===== src/rtl/seq_divider_32_pkg.sv =====
// Shared constants and small arithmetic helpers for the sequential MIPS DIV/DIVU unit.
package seq_divider_32_pkg;

  localparam int DIV_W = 32;

  localparam logic [1:0] DIV_IDLE = 2'd0;
  localparam logic [1:0] DIV_RUN  = 2'd1;
  localparam logic [1:0] DIV_FIX  = 2'd2;

  localparam int DIV_LATENCY = 33;

  localparam logic [DIV_W-1:0] DIV_BY_ZERO_Q = 32'hFFFF_FFFF;

  function automatic logic [DIV_W-1:0] neg_w(input logic [DIV_W-1:0] x);
    return ~x + 32'd1;
  endfunction

  // Magnitude of a two's-complement value, only when the signed view applies.
  function automatic logic [DIV_W-1:0] abs_w(input logic [DIV_W-1:0] x, input logic en);
    return (en && x[DIV_W-1]) ? neg_w(x) : x;
  endfunction

endpackage


===== src/rtl/seq_divider_32_if.sv =====
// Request/result bundle between the pipeline (master) and the divider (slave).
interface seq_divider_32_if
  import seq_divider_32_pkg::*;
#(
  parameter int WIDTH = DIV_W
) ();

  logic             start;
  logic             is_signed;
  logic [WIDTH-1:0] dividend;
  logic [WIDTH-1:0] divisor;
  logic             busy;
  logic             done;
  logic [WIDTH-1:0] quotient;
  logic [WIDTH-1:0] remainder;
  logic             div_by_zero;

  modport master (
    output start, is_signed, dividend, divisor,
    input  busy, done, quotient, remainder, div_by_zero
  );

  modport slave (
    input  start, is_signed, dividend, divisor,
    output busy, done, quotient, remainder, div_by_zero
  );

endinterface


===== src/rtl/seq_divider_32_sub.sv =====
// Existing 32-bit subtractor: diff = a + ~b + cin; cout=1 means no borrow.
module _32bit_sub (
  input  logic [31:0] a_i,
  input  logic [31:0] b_i,
  input  logic        cin_i,
  output logic [31:0] diff_o,
  output logic        cout_o
);

  assign {cout_o, diff_o} = {1'b0, a_i} + {1'b0, ~b_i} + {32'd0, cin_i};

endmodule


===== src/rtl/seq_divider_32.sv =====
// Restoring shift/subtract divider: one trial subtraction per clock, 33 clocks accept-to-done.
module seq_divider_32
  import seq_divider_32_pkg::*;
#(
  parameter int WIDTH = DIV_W,
  parameter int CNT_W = 6
) (
  input  logic            clk,
  input  logic            reset,
  seq_divider_32_if.slave div_if
);

  logic [1:0]       state_q, state_d;
  logic [CNT_W-1:0] cnt_q, cnt_d;
  logic             sgn_quo_q, sgn_quo_d;
  logic             sgn_rem_q, sgn_rem_d;
  logic [WIDTH-1:0] dvs_q, dvs_d;
  logic [WIDTH-1:0] rem_q, rem_d;
  logic [WIDTH-1:0] quo_q, quo_d;
  logic [WIDTH-1:0] quotient_q, quotient_d;
  logic [WIDTH-1:0] remainder_q, remainder_d;
  logic             busy_q, busy_d;
  logic             done_q, done_d;
  logic             dbz_q, dbz_d;

  logic [WIDTH-1:0] shifted;
  logic [WIDTH-1:0] diff;
  logic             msb_out;
  logic             no_borrow;
  logic             take;

  assign shifted = {rem_q[WIDTH-2:0], quo_q[WIDTH-1]};
  assign msb_out = rem_q[WIDTH-1];

  _32bit_sub u_sub (
    .a_i    (shifted),
    .b_i    (dvs_q),
    .cin_i  (1'b1),
    .diff_o (diff),
    .cout_o (no_borrow)
  );

  // The bit shifted out of rem is an implicit 33rd bit: if set, the subtraction always fits.
  assign take = msb_out | no_borrow;

  always_comb begin
    state_d     = state_q;
    cnt_d       = cnt_q;
    sgn_quo_d   = sgn_quo_q;
    sgn_rem_d   = sgn_rem_q;
    dvs_d       = dvs_q;
    rem_d       = rem_q;
    quo_d       = quo_q;
    quotient_d  = quotient_q;
    remainder_d = remainder_q;
    busy_d      = busy_q;
    done_d      = 1'b0;
    dbz_d       = dbz_q;

    case (state_q)
      DIV_IDLE: begin
        if (div_if.start) begin
          sgn_quo_d = div_if.is_signed & (div_if.dividend[WIDTH-1] ^ div_if.divisor[WIDTH-1]);
          sgn_rem_d = div_if.is_signed & div_if.dividend[WIDTH-1];
          dvs_d     = abs_w(div_if.divisor, div_if.is_signed);
          quo_d     = abs_w(div_if.dividend, div_if.is_signed);
          rem_d     = '0;
          cnt_d     = '0;
          busy_d    = 1'b1;
          state_d   = DIV_RUN;
        end
      end
      DIV_RUN: begin
        rem_d = take ? diff : shifted;
        quo_d = {quo_q[WIDTH-2:0], take};
        cnt_d = cnt_q + CNT_W'(1);
        if (cnt_q == CNT_W'(WIDTH - 1)) begin
          state_d = DIV_FIX;
        end
      end
      DIV_FIX: begin
        // With a zero divisor rem ends as |dividend|, so the sign fixup restores the raw dividend.
        if (dvs_q == '0) begin
          quotient_d = DIV_BY_ZERO_Q;
        end else begin
          quotient_d = sgn_quo_q ? neg_w(quo_q) : quo_q;
        end
        remainder_d = sgn_rem_q ? neg_w(rem_q) : rem_q;
        dbz_d       = (dvs_q == '0);
        done_d      = 1'b1;
        busy_d      = 1'b0;
        state_d     = DIV_IDLE;
      end
      default: begin
        state_d = DIV_IDLE;
        busy_d  = 1'b0;
      end
    endcase
  end

  always_ff @(posedge clk or posedge reset) begin
    if (reset) begin
      state_q     <= DIV_IDLE;
      cnt_q       <= '0;
      sgn_quo_q   <= 1'b0;
      sgn_rem_q   <= 1'b0;
      dvs_q       <= '0;
      rem_q       <= '0;
      quo_q       <= '0;
      quotient_q  <= '0;
      remainder_q <= '0;
      busy_q      <= 1'b0;
      done_q      <= 1'b0;
      dbz_q       <= 1'b0;
    end else begin
      state_q     <= state_d;
      cnt_q       <= cnt_d;
      sgn_quo_q   <= sgn_quo_d;
      sgn_rem_q   <= sgn_rem_d;
      dvs_q       <= dvs_d;
      rem_q       <= rem_d;
      quo_q       <= quo_d;
      quotient_q  <= quotient_d;
      remainder_q <= remainder_d;
      busy_q      <= busy_d;
      done_q      <= done_d;
      dbz_q       <= dbz_d;
    end
  end

  assign div_if.busy        = busy_q;
  assign div_if.done        = done_q;
  assign div_if.quotient    = quotient_q;
  assign div_if.remainder   = remainder_q;
  assign div_if.div_by_zero = dbz_q;

endmodule


===== src/flat_wrapper.sv =====
// flat-port wrapper written by rule: the top's interface ports become plain ports
module seq_divider_32_flat import seq_divider_32_pkg::*;
#(
  parameter int WIDTH = DIV_W,
  parameter int CNT_W = 6
)
  (clk, reset, div_if_start, div_if_is_signed, div_if_dividend, div_if_divisor, div_if_busy, div_if_done, div_if_quotient, div_if_remainder, div_if_div_by_zero);
  seq_divider_32_if #(.WIDTH(WIDTH)) div_if_i ();
  input  logic clk;
  input  logic reset;
  input wire logic [$bits(div_if_i.start)-1:0] div_if_start;
  input wire logic [$bits(div_if_i.is_signed)-1:0] div_if_is_signed;
  input wire logic [$bits(div_if_i.dividend)-1:0] div_if_dividend;
  input wire logic [$bits(div_if_i.divisor)-1:0] div_if_divisor;
  output wire logic [$bits(div_if_i.busy)-1:0] div_if_busy;
  output wire logic [$bits(div_if_i.done)-1:0] div_if_done;
  output wire logic [$bits(div_if_i.quotient)-1:0] div_if_quotient;
  output wire logic [$bits(div_if_i.remainder)-1:0] div_if_remainder;
  output wire logic [$bits(div_if_i.div_by_zero)-1:0] div_if_div_by_zero;
  assign div_if_i.start = div_if_start;
  assign div_if_i.is_signed = div_if_is_signed;
  assign div_if_i.dividend = div_if_dividend;
  assign div_if_i.divisor = div_if_divisor;
  assign div_if_busy = div_if_i.busy;
  assign div_if_done = div_if_i.done;
  assign div_if_quotient = div_if_i.quotient;
  assign div_if_remainder = div_if_i.remainder;
  assign div_if_div_by_zero = div_if_i.div_by_zero;
  seq_divider_32 #(.WIDTH(WIDTH), .CNT_W(CNT_W)) u_core (.clk(clk), .reset(reset), .div_if(div_if_i));
endmodule

===== config.mk =====
export PLATFORM = sky130hd
export DESIGN_NAME = seq_divider_32_flat
export DESIGN_NICKNAME = d
export VERILOG_FILES = /design/src/rtl/seq_divider_32_pkg.sv /design/src/rtl/seq_divider_32_if.sv /design/src/rtl/seq_divider_32_sub.sv /design/src/rtl/seq_divider_32.sv /design/src/flat_wrapper.sv
export SDC_FILE = /design/constraint.sdc
export NUM_CORES = 1
export LEC_CHECK = 0
export BUFFER_PORTS_ARGS = -buffer_cell sky130_fd_sc_hd__buf_2
export CAP_MARGIN = 20
export CORE_MARGIN = 5
export CORE_UTILIZATION = 50
export CTS_CLUSTER_SIZE = 12
export DETAILED_ROUTE_END_ITERATION = 12
export PLACE_DENSITY = 0.7
export SYNTH_ARGS = -nofsm -noshare
export SYNTH_HDL_FRONTEND = slang
export SYNTH_SLANG_ARGS = --single-unit

===== constraint.sdc =====
create_clock -name clk -period 13.9 [get_ports clk]
set_input_delay 2.085 -clock clk [delete_from_list [all_inputs] [get_ports clk]]
set_output_delay 2.085 -clock clk [all_outputs]
set_load 0.005 [all_outputs]

; Word-level counts from Yosys, hierarchy flattened
; Cells that the tools add are included.
[op_classes]
addsub = 7
n_eq_ne = 5
mux = 18
n_bitwise = 10
n_reduce_logical = 9
[ops]
columns = cell, count
row1 = 32-bit 2-to-1 mux, 8
row2 = 32-bit inverter, 5
row3 = 32-bit by 1-bit adder with 32-bit output (second input constant), 4
row4 = 32-bit one-hot mux with 2 select lines, 2
row5 = 32-bit by 32-bit adder with 33-bit output, 1
row6 = 33-bit by 1-bit adder with 33-bit output (second input constant), 1
row7 = 32-bit zero test, 1
row8 = 6-bit one-hot mux with 2 select lines, 1
row9 = 2-bit AND reduction, 4
row10 = 6-bit by 1-bit adder with 6-bit output (second input constant), 1
row11 = 6-bit by 5-bit equality test with 1-bit output (second input constant), 1
row12 = 6-bit 2-to-1 mux, 1
row13 = 2-bit 2-to-1 mux, 2
row14 = 2-bit one-hot mux with 2 select lines, 1
row15 = 1-bit bitwise AND, 2
row16 = 2-bit by 1-bit equality test with 1-bit output (second input constant), 1
row17 = 2-bit equality test (second input constant), 1
row18 = 1-bit logical AND, 2
row19 = 2-bit zero test, 1
row20 = 1-bit 2-to-1 mux, 2
row21 = 2-bit by 1-bit inequality test with 1-bit output (second input constant), 1
row22 = 2-bit inequality test (second input constant), 1
row23 = 1-bit one-hot mux with 2 select lines, 1
row24 = 2-bit nonzero test, 1
row25 = other kinds (3), 3
[word_totals]
regBits = 173
input_bits = 68

; Longest topological paths before layout
; Gate-level depths: netlist (run 1).
[depth]
depth_word = 6
depth_mapped = 13
depth_no_buf = 11

; By module
; A second synthesis (run 1) with hierarchy kept.
[hier_totals]
hier_cells = 1339
area_unflattened_um2 = 11554.8
[by_module_without_submodules]
columns = mod, n_inst, cells_each, area_each_um2, seq_area_each_um2
row1 = seq_divider_32, 1, 1051, 9604.2, 4329.2
row2 = _32bit_sub, 1, 288, 1950.6, 0.0

; Worst setup path before layout (run 1)
; No wires, ideal clock.
[synth_timing]
path_type = input port to flip-flop
startpoint = input div_if_divisor[8]
endpoint = register u_core.dvs_q[27]
setup_ps = 130
t_arrival_ps = 3952
required_ps = 13770
path_slack_ps = 9818
stages = 8
path_buffers = 0
path_cell_list = nor4_1 > or3b_1 > nor4_2 > nand2_1 > or2_1 > o41ai_2 > xor2_1 > o21ai_1
[synth_via]
elab_chain_len = 3
[synth_rtl]
columns = item, line_no
row1 = start: declaration, flat_wrapper.sv:14  ; input wire logic [$bits(div_if_i.divisor)-1:0] div_if_divisor;
row2 = 32-bit inverter, seq_divider_32_pkg.sv:15  ; return ~x + 32'd1;
row3 = 32-bit by 1-bit adder with 32-bit output, seq_divider_32_pkg.sv:15
row4 = 32-bit 2-to-1 mux, seq_divider_32_pkg.sv:20  ; return (en && x[DIV_W-1]) ? neg_w(x) : x;
row5 = end signal: assignment, seq_divider_32.sv:120  ; dvs_q <= dvs_d;
row6 = end: declaration, seq_divider_32.sv:17  ; logic [WIDTH-1:0] dvs_q, dvs_d;
; No other way between the ends.
; A chain may end at the register's enable or synchronous reset.

; Worst setup path after layout (run 1)
[layout_timing]
startpoint = input div_if_divisor[8]
endpoint = register u_core.dvs_q[28]
; Same word-level chain as after synthesis.

==> results of run 1 <==
-- worst min-delay path, delay by kind of cell, from the launching register on --
family	cells	cell delay (ns)
flip-flops	1	0.34
AO/OA/AOI/OAI	1	0.06
AND/OR/NAND/NOR	1	0.04
-- synth_stat cells (14+ instances only) --
master    number  area share
a21oi_1       84       0.037
a22oi_1       22       0.015
clkbuf_1      57       0.019
dfrtp_1      173        0.39
ha_1          37       0.041
inv_1         54       0.018
mux2i_1       14       0.012
nand2_1      163       0.054
nand3_1       28       0.012
nor2_1        79       0.026
nor3_1        19      0.0085
nor4_1        19       0.011
o21ai_0      130       0.058
o21ai_1       35       0.016
o22ai_1       20       0.011
o31ai_1       28       0.019
xnor2_1       45       0.035
xor2_1        99       0.077
-- per-stage QoR --
step,area (um^2),cells
floorplan,11200,1309
global placement,12000,1657
detailed placement,12000,1657
CTS,12600,1689
global route,12700,1690
finish,12700,1690
-- worst max-delay path by stage --
stage / start / to / slack (ns) / depth (start not counted)
2_1_floorplan: reset / u_core.cnt_q[0]$_DFFE_PP0P_ / 7.13 / 1
3_3_place_gp: div_if_divisor[8] / u_core.dvs_q[28]$_DFFE_PP0P_ / 9.36 / 9
3_5_place_dp: div_if_divisor[8] / u_core.dvs_q[30]$_DFFE_PP0P_ / 9.32 / 9
4_1_cts: div_if_divisor[8] / u_core.dvs_q[28]$_DFFE_PP0P_ / 9.76 / 9
5_1_grt: div_if_divisor[8] / u_core.dvs_q[30]$_DFFE_PP0P_ / 9.42 / 9
6_report: div_if_divisor[8] / u_core.dvs_q[28]$_DFFE_PP0P_ / 9.73 / 9
-- kinds of logic (layout without fill, tap and decap cells) --
| kind of cell | count (synthesis) | after routing | synth area share |
|---|---|---|---|
| AOI/OAI and AO/OA | 419 | 419 | 0.230 |
| and+or+nand+nor | 394 | 394 | 0.170 |
| DFF | 173 | 173 | 0.385 |
| xor gates and xnor gates | 144 | 144 | 0.112 |
| buffers and inverters | 127 | 228 | 0.0472 |
| adders and majority gates | 38 | 38 | 0.0430 |
| muxes | 14 | 14 | 0.0125 |
-- sequential cells by signal, summed over array words and instances (netlist names) --
register	cells
u_core.sgn_quo_q	1
u_core.sgn_rem_q	1
u_core.div_if.quotient	32
u_core.cnt_q	6
u_core.dvs_q	32
u_core.rem_q	32
u_core.div_if.div_by_zero	1
u_core.div_if.busy	1
u_core.state_q	2
u_core.quo_q	32
u_core.div_if.remainder	32
u_core.div_if.done	1
-- report_power, final --
group	switching [mW]	internal, mW
sequential	0.284	0.697
clock	0.220	0.277
combinational	0.957	0.719
total	1.46	1.69
-- cell type report --
type | instances | area share
clock buffers | 18 | 0.0347
clock inverters | 14 | 0.0134
inverters | 55 | 0.0167
multi-input cells | 1009 | 0.508
flip-flops and latches | 173 | 0.342
well taps | 280 | 0.0277
repair buffers | 141 | 0.0581
-- metal layers --
metal / part of all wire / GRT usage / wire length [um] / up-vias
li1: - / - / - / 4908
met1: 0.49 / 0.349 / 14600 / 4656
met2: 0.44 / 0.342 / 13000 / 303
met3: 0.057 / 0.0389 / 1690 / 28
met4: 0.011 / 0.0532 / 318 / 0
met5: 0 / 0 / 0 / -
==> summary.txt, run 1 <==
Detailed routing
  – Detailed Route Iter0 Violations: 648
  – Wire per inst: 17.5 um
  – DRC viols: 0
  – Post-detailed-routing wire length: 29,600 um
  – Antenna viol nets, final: 0
  – First drt pass iteration count: 5
  – Vias post-DR: 9,895
  – Vias per inst: 5.86

Worst setup path
  – Worst path slowest cell: or3b_1
  – Crit path max fanout: 4
  – Crit-path max cell delay: 0.46 ns
  – Critical-path cell list: buf_2 -> nor4_1 -> or3b_1 -> nor4_1 -> nand2_1 -> o21ai_1 -> o21ai_1 -> xnor2_1 -> o21ai_0
  – WP data arrival: 4.44 ns
  – Crit Path Class: in2reg
  – CP endpoint kind: register
  – Reg2Reg Depth: 12
  – FF-to-FF Start: u_core.quo_q[31]$_DFFE_PP0P_
  – CP startpoint kind: input pin
  – Cell family contributing the most delay on the critical path: simple AND/OR/NAND/NOR gates
  – Worst R2R End: u_core.rem_q[25]$_DFFE_PP0P_
  – Buf/Inv on CP: 1
  – CP Data Required Time: 14.18 ns
  – Flop2flop setup slack: 10.37 ns

Yosys
  – Count of different cell masters after synthesis: 75
  – Syn Area/Cell: 8.59 um^2
  – Yosys warning total: 0
  – Asr flop ratio synth: 1.00
  – Synthesized area: 0.0112 mm^2
  – Ys flop type: dfrtp_1
  – Number of synthesized flops with an enable pin: 0
  – Number of synthesized register bits: 173
  – Syn Inst Count: 1,309
  – Register area share after synthesis: 0.385
  – Syn Nets: 1,415

Die
  – Core area: 0.0220 mm^2
  – Die area: 0.0256 mm^2
  – Die X: 160 um
  – Die H: 160 um
  – FP Rows: 54
  – Initial Util: 0.512
  – Io pins: 135

Clock tree
  – Post_cts resized: 0
  – Clk_lat worst skew: 0.43 ns
  – Clk buf depth: 2
  – CTS clk-pin slew, worst paths: 0.07 ns
  – Clock sink count: 173
  – Setup bufs post-CTS: 0
  – CTS Buf Count: 17
  – Htree depth: 4
  – Post-CTS Hold Buffers: 0
  – Root Driver: clkbuf_16
  – CTS tree: built

STA
  – Slew HR: 0.264
  – Actual slew at the worst max-slew pin: 1.10 ns
  – Hold Vio Cnt, Final: 0
  – Final Cycle Share: 0.300
  – Slew Viols, Final: 0
  – Minimum clock period: 4.17 ns
  – Unrepaired setup endpoints after global routing: false
  – Layout Skew: 0.0159 ns
  – F_max: 240 MHz
  – Final setup margin: 9.73 ns
  – Sum of negative setup slack: 0 ns
  – Smallest hold slack: 0.479 ns
  – Setup violators final: 0

Outcome
  – Status: finished, final reports clean

Global route
  – Total track usage: 0.229
  – First-pass GRT wire length: 49,300 um
  – Global route total overflow: 0
  – Antenna violations before repair: 0
  – Largest net degree at the start of global routing: 104
  – Vias in the first global route: 9,650

Placed design
  – Gpl congestion: 0.933
  – Post-DP HPWL: 21,300 um
  – Setup Slack @ Placement: 9.32 ns
  – Port bufs: 134

Min path
  – Worst hold start: u_core.div_if.remainder[13]$_DFFE_PP0P_
  – Hold Path Stages: 2
  – HP Class: reg2reg
  – Hold worst-path end: u_core.div_if.remainder[13]$_DFFE_PP0P_

Final layout
  – Fin nets: 1,503
  – Layout Area Growth over Synthesis: 12.6%
  – Multi-input combinational cell area: 0.00643 mm^2
  – Fillcell total: 2,056
  – FF/Latch Area: 0.00433 mm^2
  – Fraction of layout cells with a size suffix above 1: 0.141
  – N_diodes: 0
  – Most frequent cells in the layout: dfrtp_1, nand2_1, buf_2
  – Most common cell after layout, fill and taps aside: dfrtp_1
  – Fin util: 0.577

Flow run
  – Maxcap violations: 0

Pwr
  – Tot Pwr: 3.15 mW
  – Max VDD drop: 0.128 mV
  – Pwr/cell area: 249 mW/mm^2
  – P_leak: 5.58 nW
Power figures use the tool's default switching activity.
==> inputs of run 2 (changes only) <==
--- a/config.mk
+++ b/config.mk
@@ -11,7 +11,7 @@
 export CORE_UTILIZATION = 50
 export CTS_CLUSTER_SIZE = 12
 export DETAILED_ROUTE_END_ITERATION = 12
-export PLACE_DENSITY = 0.7
+export PLACE_DENSITY = 0.73
 export SYNTH_ARGS = -nofsm -noshare
 export SYNTH_HDL_FRONTEND = slang
 export SYNTH_SLANG_ARGS = --single-unit
==> constraint.sdc (replaced) <==
create_clock -name clk -period 3.7 [get_ports clk]
set_input_delay 0.555 -clock clk [delete_from_list [all_inputs] [get_ports clk]]
set_output_delay 0.555 -clock clk [all_outputs]
set_load 0.005 [all_outputs]
==> run 2 against run 1 <==
Compared with the run above:
- combinational power rose to 3.9 times the previous value
- die area unchanged
- flip-flop and latch count unchanged
- register-to-register slack got worse by 10 ns
- global-route usage fell by 0.20 points
- sequential power grew to 3.7 times the previous value
- worst hold slack lost 0.081 ns
- worst setup slack worse by 9.5 ns
- critical path depth increased by 3
- clock power rose to 4.0 times the previous value
- count of clock-buffer cells in the layout grew 1
- sequential share of layout area decreased by 0.29 points
- critical endpoint is now u_core.rem_q[16]$_DFFE_PP0P_
==> summary.txt, run 2 (same netlist as run 1, synthesis figures left out) <==
Outcome
  – Status: finished, final reports clean

Worst setup path
  – Worst R2R End: u_core.rem_q[16]$_DFFE_PP0P_
  – CP endpoint kind: register
  – Critical-path cell list: inv_1 -> ha_1 -> fa_1 -> nor2b_1 -> o31a_1 -> o21a_1 -> o21ai_1 -> a31oi_1 -> a21oi_4 -> buf_4 -> mux2i_1 -> o21ai_0
  – Buf/Inv on CP: 2 (+1)
  – WP data arrival: 3.76 ns (-0.68 ns)
  – Worst path depth: 12 (+3)
  – Crit path max fanout: 34 (+30)
  – Flop2flop setup slack: 0.24 ns (-10.13 ns)
  – Cell family contributing the most delay on the critical path: compound AO/OA/AOI/OAI gates
  – CP Data Required Time: 4.00 ns (-10.18 ns)
  – Crit path launch: u_core.quo_q[31]$_DFFE_PP0P_
  – CP startpoint kind: register
  – Crit Path Class: reg2reg
  – Crit-path max cell delay: 0.76 ns (+0.30 ns)
  – Reg2Reg Depth: 12 (unchanged)
  – FF-to-FF Start: u_core.quo_q[31]$_DFFE_PP0P_
  – Worst path slowest cell: a21oi_4

STA
  – Layout Skew: 0.0103 ns (-0.00556 ns)
  – Setup violators final: 0 (unchanged)
  – Slew HR: 0.285 (+0.0204)
  – Actual slew at the worst max-slew pin: 1.07 ns (-0.0307 ns)
  – Slew Viols, Final: 0 (unchanged)
  – Unrepaired setup endpoints after global routing: false
  – Minimum clock period: 3.46 ns
  – F_max: 289 MHz
  – Sum of negative setup slack: 0 ns (unchanged)
  – Hold Vio Cnt, Final: 0 (unchanged)
  – Final Cycle Share: 0.936

Detailed routing
  – Antenna viol nets, final: 0 (unchanged)
  – DRC viols: 0 (unchanged)
  – Detailed Route Iter0 Violations: 894 (+38%)
  – Post-detailed-routing wire length: 29,400 um (-0.62%)
  – First drt pass iteration count: 5 (unchanged)
  – Wire per inst: 17.3 um (-1.1%)
  – Vias per inst: 5.87 (+0.23%)
  – Vias post-DR: 9,965 (+0.71%)

Clock tree
  – CTS clk-pin slew, worst paths: 0.07 ns (about the same)
  – Post_cts resized: 0 (unchanged)
  – Clk buf depth: 2 (unchanged)
  – Root Driver: clkbuf_16
  – CTS tree: built
  – Clock sink count: 173 (unchanged)
  – Post-CTS Hold Buffers: 0 (unchanged)
  – Htree depth: 4 (unchanged)
  – CTS Buf Count: 17 (unchanged)
  – Setup bufs post-CTS: 0 (unchanged)
  – Clk_lat worst skew: 0.44 ns (about the same)

Die
  – Die H: 160 um (unchanged)
  – Initial Util: 0.512 (unchanged)
  – FP Rows: 54 (unchanged)
  – Die X: 160 um (unchanged)
  – Die area: 0.0256 mm^2 (unchanged)
  – Core area: 0.0220 mm^2 (unchanged)
  – Io pins: 135 (unchanged)

Pwr
  – P_leak: 5.65 nW (+1.2%)
  – Pwr/cell area: 952 mW/mm^2 (+280%)
  – Max VDD drop: 0.515 mV (+300%)
  – Tot Pwr: 12.2 mW (+290%)

Final layout
  – Fillcell total: 1,969 (-4.2%)
  – Fraction of layout cells with a size suffix above 1: 0.145 (+0.00414)
  – Most common cell after layout, fill and taps aside: dfrtp_1
  – Fin nets: 1,511 (+0.53%)
  – N_diodes: 0 (unchanged)
  – Most frequent cells in the layout: dfrtp_1, nand2_1, buf_2
  – Layout Area Growth over Synthesis: 13.6%

Min path
  – HP Class: in2async

Global route
  – First-pass GRT wire length: 48,800 um (-1.1%)
  – Global route total overflow: 0 (unchanged)
  – Largest net degree at the start of global routing: 174 (+67%)
  – Vias in the first global route: 9,548 (-1.1%)
  – Total track usage: 0.227 (-0.00196)
  – Antenna violations before repair: 0 (unchanged)

Placed design
  – Post-DP HPWL: 21,400 um (+0.39%)
  – Port bufs: 134 (unchanged)
  – Gpl congestion: 0.928 (-0.59%)

Flow run
  – Maxcap violations: 0 (unchanged)
## run 2: cell count changes in the layout (fill, tap and decap cells not counted), moves of 2 or more
cell,change
buf_4,+8
inv_6,-5
bufinv_16,+2
clkinv_4,+2
## run 2: worst max-delay path by stage
| stage | endpoint | slack, ns |
|---|---|---|
| 3_3_place_gp | u_core.rem_q[18]$_DFFE_PP0P_ | 0.42 |
| 6_report | u_core.rem_q[16]$_DFFE_PP0P_ | 0.24 |
| 2_1_floorplan | u_core.cnt_q[0]$_DFFE_PP0P_ | 0.93 |
| 4_1_cts | u_core.rem_q[16]$_DFFE_PP0P_ | 0.28 |
| 5_1_grt | u_core.rem_q[16]$_DFFE_PP0P_ | 0.04 |
| 3_5_place_dp | u_core.rem_q[16]$_DFFE_PP0P_ | 0.30 |
## run 2: through the flow
stage,hold slack [ns],worst slack [ns],cell area (um^2),cells,utilization
after global placement,0.458,0.420,12100,1666,0.552
after global routing,0.420,0.0399,12800,1698,0.582
after detailed placement,0.465,0.303,12100,1666,0.552
final,0.399,0.238,12800,1698,0.582
after CTS,0.403,0.275,12800,1698,0.582
after floorplan,0.449,0.934,11200,1309,-
## run 2: layout make-up
cell class | instances | area, um^2 | share of cell area
tap | 280 | 350 | 0.0274
inverter | 55 | 210 | 0.0165
clock buffer | 19 | 453 | 0.0355
clock inverter | 13 | 208 | 0.0163
multi-input combinational | 1009 | 6420 | 0.503
sequential | 173 | 4330 | 0.339
timing repair buffer | 149 | 796 | 0.0623
## run 2: tightest hold or removal path: cells and delay by family
family                 cells  cell delay, ns
buffers and inverters      3            0.82
## run 2: layer usage
metal	part of all wire	track usage	up-vias
met4	0.013	0.0536	0
li1	-	-	4925
met2	0.44	0.340	313
met1	0.48	0.347	4693
met3	0.060	0.0348	34
met5	0	0	-
## run 2: power breakdown
group / switching (mW) / internal, mW / leakage (nW)
Combinational: 3.75 / 2.76 / 3.13
Clock: 0.820 / 1.19 / 0.324
Sequential: 1.01 / 2.62 / 2.20
==> inputs of run 3 (changes only) <==
--- a/config.mk
+++ b/config.mk
@@ -11,6 +11,7 @@
 export CORE_UTILIZATION = 50
 export CTS_CLUSTER_SIZE = 12
 export DETAILED_ROUTE_END_ITERATION = 12
+export GPL_ROUTABILITY_DRIVEN = 0
 export PLACE_DENSITY = 0.73
 export SYNTH_ARGS = -nofsm -noshare
 export SYNTH_HDL_FRONTEND = slang
==> constraint.sdc (replaced) <==
create_clock -name clk -period 3.7 [get_ports clk]
set_input_delay 0.74 -clock clk [delete_from_list [all_inputs] [get_ports clk]]
set_output_delay 0.74 -clock clk [all_outputs]
set_load 0.005 [all_outputs]
==> run 3 against run 2 <==
Compared with the run above:
- sequential share of layout area barely moved
- first-iteration DRC count fell by 5.3%
- critical path depth did not move
- critical path type unchanged
- critical endpoint is now u_core.rem_q[10]$_DFFE_PP0P_
==> summary.txt, run 3 (same netlist as run 1, synthesis figures left out) <==
Final layout
  – Fraction of layout cells with a size suffix above 1: 0.149 (+0.00420)
  – Most frequent cells in the layout: dfrtp_1, nand2_1, buf_2
  – Post-route design area: 0.0128 mm^2 (+0.11%)
  – N_diodes: 0 (unchanged)
  – Most common cell after layout, fill and taps aside: dfrtp_1
  – Fin nets: 1,518 (+0.46%)
  – Layout Area Growth over Synthesis: 13.7%

Die
  – Io pins: 135 (unchanged)
  – Initial Util: 0.512 (unchanged)
  – Die area: 0.0256 mm^2 (unchanged)
  – Die X: 160 um (unchanged)
  – Core area: 0.0220 mm^2 (unchanged)
  – FP Rows: 54 (unchanged)
  – Die H: 160 um (unchanged)

Pwr
  – Max VDD drop: 0.389 mV (-25%)
  – Tot Pwr: 12.0 mW (-0.99%)
  – P_leak: 5.65 nW (+0.12%)
  – Pwr/cell area: 941 mW/mm^2 (-1.1%)

Global route
  – Antenna violations before repair: 0 (unchanged)
  – Total track usage: 0.228 (+0.000315)
  – First-pass GRT wire length: 48,800 um (about the same)
  – Global route total overflow: 0 (unchanged)
  – Vias in the first global route: 9,508 (-0.42%)
  – Largest net degree at the start of global routing: 80 (-54%)

Detailed routing
  – DRC viols: 0 (unchanged)
  – Met2 wire len: 12,900 um (-1.3%)
  – Wire per inst: 17.1 um (-1.0%)
  – Detailed Route Iter0 Violations: 847 (-5.3%)
  – Wl on met1: 13,800 um (-3.0%)
  – Antenna viol nets, final: 0 (unchanged)
  – WL met3: 2010 um (+14%)
  – Top Layer Used: met4
  – Vias per inst: 5.86 (-0.23%)
  – First drt pass iteration count: 6 (+1)
  – Post-detailed-routing wire length: 29,200 um (-0.60%)
  – Vias post-DR: 9,983 (+0.18%)

STA
  – Slew HR: 0.323 (+0.0377)
  – Slew Viols, Final: 0 (unchanged)
  – Setup violators final: 0 (unchanged)
  – Layout Skew: 0.0141 ns (+0.00382 ns)
  – Final setup margin: 0.487 ns (+0.249 ns)
  – Actual slew at the worst max-slew pin: 1.02 ns (-0.0566 ns)
  – Minimum clock period: 3.21 ns (-0.249 ns)
  – F_max: 311 MHz (+7.7%)
  – Final Cycle Share: 0.868 (-0.0672)
  – Unrepaired setup endpoints after global routing: false
  – Sum of negative setup slack: 0 ns (unchanged)
  – Hold Vio Cnt, Final: 0 (unchanged)

Clock tree
  – Root Driver: clkbuf_16
  – CTS clk-pin slew, worst paths: 0.07 ns (about the same)
  – Post-CTS Hold Buffers: 0 (unchanged)
  – CTS Buf Count: 17 (unchanged)
  – Clock sink count: 173 (unchanged)
  – Htree depth: 4 (unchanged)
  – Setup bufs post-CTS: 0 (unchanged)
  – Clk_lat worst skew: 0.44 ns (about the same)
  – CTS tree: built
  – Clk buf depth: 2 (unchanged)
  – Post_cts resized: 0 (unchanged)

Worst setup path
  – CP startpoint kind: register
  – FF-to-FF Start: u_core.quo_q[31]$_DFFE_PP0P_
  – Crit path launch: u_core.quo_q[31]$_DFFE_PP0P_
  – WP data arrival: 3.53 ns (-0.23 ns)
  – Crit path max fanout: 28 (-18%)
  – Worst R2R End: u_core.rem_q[10]$_DFFE_PP0P_
  – Crit Path Class: reg2reg
  – CP Data Required Time: 4.01 ns (about the same)
  – CP endpoint kind: register
  – Worst setup path end: u_core.rem_q[10]$_DFFE_PP0P_
  – Reg2Reg Depth: 12 (unchanged)
  – Flop2flop setup slack: 0.49 ns (+0.25 ns)

Min path
  – HP Class: reg2reg

Placed design
  – Setup Slack @ Placement: 0.483 ns (+0.180 ns)
  – Port bufs: 134 (unchanged)
  – Post-DP HPWL: 21,700 um (+1.7%)
  – Placed Area: 0.0122 mm^2 (+0.54%)

Outcome
  – Status: finished, final reports clean

Flow run
  – Maxcap violations: 0 (unchanged)
run 3: cell types whose count changed in the layout (fill, tap and decap cells not counted), sizes merged:
cell / before / now
buf: 149 / 156
inv: 56 / 60
bufinv: 4 / 2
clkinv: 7 / 4
clkinvlp: 1 / 3
clkbuf: 19 / 18
run 3: per-stage QoR:
step,util,instances,hold slack [ns]
global route,0.582,1705,0.494
global placement,0.554,1673,0.457
floorplan,-,1309,0.449
detailed placement,0.554,1673,0.466
CTS,0.582,1705,0.482
finish,0.582,1705,0.477
run 3: worst min path at each step:
stage	to	from	slack, ns	depth (start not counted)
2_1_floorplan	u_core.cnt_q[5]$_DFFE_PP0P_	u_core.cnt_q[5]$_DFFE_PP0P_	0.45	1
3_3_place_gp	u_core.div_if.remainder[7]$_DFFE_PP0P_	u_core.div_if.remainder[7]$_DFFE_PP0P_	0.46	2
3_5_place_dp	u_core.div_if.remainder[2]$_DFFE_PP0P_	u_core.div_if.remainder[2]$_DFFE_PP0P_	0.47	2
4_1_cts	u_core.div_if.remainder[2]$_DFFE_PP0P_	u_core.div_if.remainder[2]$_DFFE_PP0P_	0.48	2
5_1_grt	u_core.div_if.remainder[21]$_DFFE_PP0P_	u_core.div_if.remainder[21]$_DFFE_PP0P_	0.49	2
6_report	u_core.div_if.remainder[2]$_DFFE_PP0P_	u_core.div_if.remainder[2]$_DFFE_PP0P_	0.48	2
run 3: per-layer routing:
layer,track usage,vias to the layer above
li1,-,4921
met1,0.345,4645
met2,0.336,371
met3,0.0376,46
met4,0.0665,0
met5,0,-
run 3: layout make-up:
cell class	count	area [um^2]
timing repair buffer	156	861
multi-input combinational	1009	6420
inverter	55	210
clock inverter	14	170
sequential	173	4330
clock buffer	18	439
fill	1979	9170
tap	280	350
run 3: where the power goes:
group	internal, mW	switching (mW)	leakage [nW]
combinational	2.81	3.75	3.16
sequential	2.62	1.00	2.20
clock	1.04	0.817	0.294
run 3: critical path, cell delays in order, from the launching register on:
cell and delay [ns]:
dfrtp_1 0.40, inv_1 0.13, ha_1 0.20, fa_1 0.22, nor2b_1 0.07, o31a_1 0.28
o21a_1 0.21, o21ai_1 0.21, a31oi_1 0.20, a21oi_4 0.61, buf_12 0.26, mux2i_1 0.20
o21ai_0 0.08
